**src/rtl/frame_tx_scheduler.sv**
```systemverilog
// frame_tx_scheduler: raster-walks the frame buffer (optionally decimated) and hands pixels to the sender.
module frame_tx_scheduler #(
  parameter int IMG_W  = 320,
  parameter int IMG_H  = 240,
  parameter int ADDR_W = 17,
  parameter int PIX_W  = 12
) (
  input  logic              clk,
  input  logic              rst,
  input  logic              start,
  input  logic              abort,
  input  logic [1:0]        decim_shift,
  output logic [ADDR_W-1:0] rd_addr,
  output logic              rd_en,
  input  logic [PIX_W-1:0]  rd_data,
  output logic [PIX_W-1:0]  pixel_out,
  output logic              pixel_valid,
  input  logic              sender_ready,
  output logic              busy,
  output logic              frame_done,
  output logic [ADDR_W-1:0] pixel_count
);
  typedef enum logic [2:0] {IDLE, FETCH, LATCH, SEND, DONE} state_t;
  localparam logic [ADDR_W:0]   W_EXT = (ADDR_W+1)'(IMG_W);
  localparam logic [ADDR_W:0]   H_EXT = (ADDR_W+1)'(IMG_H);
  localparam logic [ADDR_W-1:0] ROW   = ADDR_W'(IMG_W);
  state_t state, nxt;
  logic [1:0] k;
  logic [ADDR_W-1:0] x, y, row_base;
  logic [ADDR_W:0] x_nxt, y_nxt;
  logic hs, x_wrap, last, go;
  // one extra bit so x+step / y+step cannot wrap before the bound compare
  assign x_nxt       = {1'b0, x} + ((ADDR_W+1)'(1) << k);
  assign y_nxt       = {1'b0, y} + ((ADDR_W+1)'(1) << k);
  assign x_wrap      = x_nxt >= W_EXT;
  assign last        = x_wrap && (y_nxt >= H_EXT);
  assign hs          = (state == SEND) && sender_ready;
  assign go          = (state == IDLE) && start && !abort;
  assign rd_en       = state == FETCH;
  assign rd_addr     = rd_en ? row_base + x : '0;
  assign pixel_valid = state == SEND;
  assign busy        = state != IDLE;
  assign frame_done  = state == DONE;
  always_comb begin
    nxt = state;
    case (state)
      IDLE:    nxt = go ? FETCH : IDLE;
      FETCH:   nxt = LATCH;
      LATCH:   nxt = SEND;
      SEND:    nxt = hs ? (last ? DONE : FETCH) : SEND;
      default: nxt = IDLE;
    endcase
    if (abort && state != IDLE) nxt = IDLE;
  end
  always_ff @(posedge clk) begin
    if (!rst) begin
      state       <= IDLE;
      k           <= '0;
      x           <= '0;
      y           <= '0;
      row_base    <= '0;
      pixel_out   <= '0;
      pixel_count <= '0;
    end else begin
      state <= nxt;
      if (go) begin
        k           <= decim_shift;
        x           <= '0;
        y           <= '0;
        row_base    <= '0;
        pixel_count <= '0;
      end
      if (state == LATCH) pixel_out <= rd_data;
      if (hs) pixel_count <= pixel_count + ADDR_W'(1);
      if (hs && !last && !abort) begin
        x <= x_wrap ? '0 : x_nxt[ADDR_W-1:0];
        if (x_wrap) begin
          y        <= y_nxt[ADDR_W-1:0];
          row_base <= row_base + (ROW << k);
        end
      end
    end
  end
endmodule

```
**config.mk**
```make
export PLATFORM = sky130hd
export DESIGN_NAME = frame_tx_scheduler
export DESIGN_NICKNAME = d
export VERILOG_FILES = /design/src/rtl/frame_tx_scheduler.sv
export SDC_FILE = /design/constraint.sdc
export NUM_CORES = 1
export LEC_CHECK = 0
export CAP_MARGIN = 20
export CORE_UTILIZATION = 45
export DETAILED_ROUTE_END_ITERATION = 10
export PLACE_DENSITY_LB_ADDON = 0.3
export SYNTH_ARGS = -nofsm -noshare
export SYNTH_HDL_FRONTEND = slang
export SYNTH_SLANG_ARGS = --single-unit
```
**constraint.sdc**
```tcl
create_clock -name clk -period 3.2 [get_ports clk]
set_input_delay 0.64 -clock clk [delete_from_list [all_inputs] [get_ports clk]]
set_output_delay 0.64 -clock clk [all_outputs]
set_load 0.02 [all_outputs]
```
==> impl_metrics.tcl <==
set metrics [dict create \
    rows 39 \
    hold_class "reg -> reg" \
    syn-num-nets 742 \
    diodes 0 \
    ant_nets 0 \
    antenna_found_initial 0 \
    yosys-top-cells-area "dfxtp_1, ha_1, nor2_1, nand2_1, a21oi_1" \
    post-route-period-util 1.04 \
    insertion_delay_ns 0.35 \
    vias 5663 \
    clkSlewWorstSetupHoldPaths_ns 0.07 \
    drc 0 \
    max_cap_violations 0 \
    finalPower_mw 2.30 \
    initial_core_util 0.466 \
    hold_depth 2 \
    finalWeightedCongestion 0.902 \
    grt_usage 0.246 \
    reg2reg_depth 16 \
    crit_slowest_cell "dfxtp_2" \
    num_io_pins 69 \
    violations "setup timing" \
    endpoint_kind "output pin" \
    synth_cells 694 \
    core_area_sq_um 11600 \
    multi_input_area_sq_um 3750 \
    wl_per_cell_um 15.5 \
    status "finished, violations left" \
    ir_drop_mv 0.284 \
    async_reset_ff_frac 0 \
    die_w_um 111 \
    dieArea_sq_um 12400 \
    synth_seq_cells 85 \
    synth_most_common_cell "dfxtp_1" \
    yosysTopAreaCell "dfxtp_1" \
    yosysUniqueCellTypes 78 \
    htreeDepth 3 \
    min_period_ns 3.34 \
    crit_chain "ha_4, fa_2, a21o_1, a211oi_2, o211ai_1, a31oi_2, a21oi_2, a31oi_1, xnor2_1, nor2_1, buf_4" \
    synth_edf_count 0 \
    area_delta_synth_final_pct 38.6 \
    fmax_mhz 299 \
    die_y_um 111 \
    skew_ns 0.0103 \
    cts_buffers 9 \
    dr.pass1.iters 5 \
    synth_common_cells "dfxtp_1, nor2_1, nand2_1, a21oi_1, nand3_1" \
    path_class "reg -> out" \
    hold_slack_ns 0.456 \
    clkSinkCount 85 \
    synth_top_area_frac 0.316 \
    drtIter0Drc 345 \
    dp_hpwl_um 11400 \
    grt_overflow 0 \
    setup_viol 3 \
    power.density_nw_per_um2 307 \
    ys_seq_area_frac 0.316 \
    worstSetupPathDepth 11 \
    synth_area_per_cell_sq_um 7.77 \
    met3_length_um 657 \
    cts_tree "done" \
    slew_headroom 0.481 \
    ctsRootBufferMaster "clkbuf_16" \
    grt_pass1_wl_um 24900 \
    first_global_vias 5373 \
    regArea_sq_um 1720 \
    layout.nets 889 \
    synth-main-ff-cell "dfxtp_1" \
    clockBufferDepth 2 \
    slowest_delay_ns 0.34 \
    critPathBufInv 1 \
    start_kind "flop" \
    grt_max_degree 26 \
    crit_family "compound AO/OA/AOI/OAI gates" \
    tightest_slew_ns 0.776 \
    syn_area_sq_um 5390 \
    wl_met2_um 7370 \
    worstPathMaxFanout 2 \
    viasPerCell 5.73 \
    placed_area_sq_um 6770 \
    static-leakage-power_nw 2.85 \
    rsz0062_at_grt "yes" \
    top_layer_used "met4" \
    fillCellCount 944 \
    met1_length_um 6880 \
    portBuffers 68 \
    layout-drive-gt1-share 0.222 \
    slew_violations 0 \
    synth_warnings 0 \
    design_area_sq_um 7480 \
    routed_wl_um 15400 \
    setup_ws_ns -0.143 \
    hold_viol_final 0 \
    cp.arrival_ns 2.70 \
    worst_ep_required_time_ns 2.56 \
]
## per-stage QoR
stage	setup slack, ns	util	std cells	TNS (ns)
2_1_floorplan	0.0112	-	694	0
3_3_place_gp	-0.417	0.586	962	-2.50
3_5_place_dp	-0.453	0.586	962	-4.22
4_1_cts	-0.220	0.619	982	-0.752
5_1_grt	-0.292	0.646	989	-1.38
6_report	-0.143	0.646	989	-0.280
## final cells by class
class,instances,share of cell area
multi-input combinational,549,0.502
sequential,85,0.230
timing repair buffer,161,0.186
clock buffer,9,0.0301
tap,143,0.0239
inverter,35,0.0176
clock inverter,7,0.0109
## cells in the final DEF (no fill, tap or decap), types with 5 or more instances in the layout
| cell | n |
|---|---|
| buf_4 | 90 |
| dfxtp_1 | 79 |
| nor2_1 | 78 |
| nand2_1 | 75 |
| clkdlybuf4s50_1 | 56 |
| a21oi_1 | 46 |
| inv_1 | 34 |
| nand3_1 | 34 |
| o21ai_0 | 25 |
| ha_1 | 21 |
| and2_1 | 18 |
| nor3_1 | 17 |
| o211ai_1 | 17 |
| and3_1 | 15 |
| a31oi_1 | 14 |
| xnor2_1 | 13 |
| nand4_1 | 10 |
| a21o_1 | 9 |
| xor2_1 | 9 |
| o21a_1 | 9 |
| clkbuf_16 | 9 |
| nand2b_1 | 8 |
| o21ai_1 | 7 |
| or3_1 | 5 |
| a21oi_2 | 5 |
| ha_4 | 5 |
| buf_6 | 5 |
## registers in the layout, summed over array words and instances, names as in the netlist
register and flops:
y 17, pixel_count 17, x 17, state 3
k 2, row_base 17, pixel_out 12
## routing by layer
metal  up-vias  track usage
met5         -            0
met4         0        0.129
met3        36       0.0386
met2       159        0.421
met1      2643        0.300
li1       2825            -
## where the power goes
part           switching, mW  total [mW]  internal, mW  leakage, nW
Clock                  0.468        1.08         0.616        0.152
Sequential           0.00450        1.06          1.06        0.689
Combinational         0.0802       0.150        0.0698         2.01
Total                  0.553        2.30          1.75         2.85
## cells by family (layout without fill, tap and decap cells)
logic type,after synthesis,in the layout,synth area share
buf+inv,60,212,0.0466
compound gates,195,195,0.252
mux,5,5,0.00974
flops,85,85,0.316
xor+xnor,24,24,0.0390
fa+ha+maj,29,29,0.0687
simple gates,296,296,0.269
## final timing paths
path | start | endpoint | slack, ns
setup / recovery | x[0]$_SDFFE_PN0P_ | rd_addr[16] | -0.14
hold / removal | pixel_out[2]$_SDFFE_PN0P_ | pixel_out[2]$_SDFFE_PN0P_ | 0.46
setup reg to reg | k[1]$_SDFFE_PN0P_ | state[0]$_SDFF_PP0_ | 0.10
hold reg to reg | pixel_out[2]$_SDFFE_PN0P_ | pixel_out[2]$_SDFFE_PN0P_ | 0.46
## worst reg2reg max path: stages, from the launching register on
cell	delay [ns]
dfxtp_2	0.35
nand2b_4	0.17
buf_4	0.15
xnor2_1	0.12
ha_1	0.23
nor2_2	0.11
o221ai_2	0.13
a21o_1	0.25
buf_4	0.17
a41oi_2	0.18
o32ai_1	0.12
buf_4	0.17
buf_4	0.14
nor3_1	0.28
buf_4	0.20
nor2_1	0.04
a41oi_1	0.22
## what timing repair did
item / in CTS / in global routing
buffers inserted: 4 / 7
pin swaps: 13 / 28
hold buffers: 0 / 0
gates cloned: 0 / 1
endpoints found under the setup margin: 38 / 58
resized for setup: 58 / 57
(Power assumes the default switching activity.)
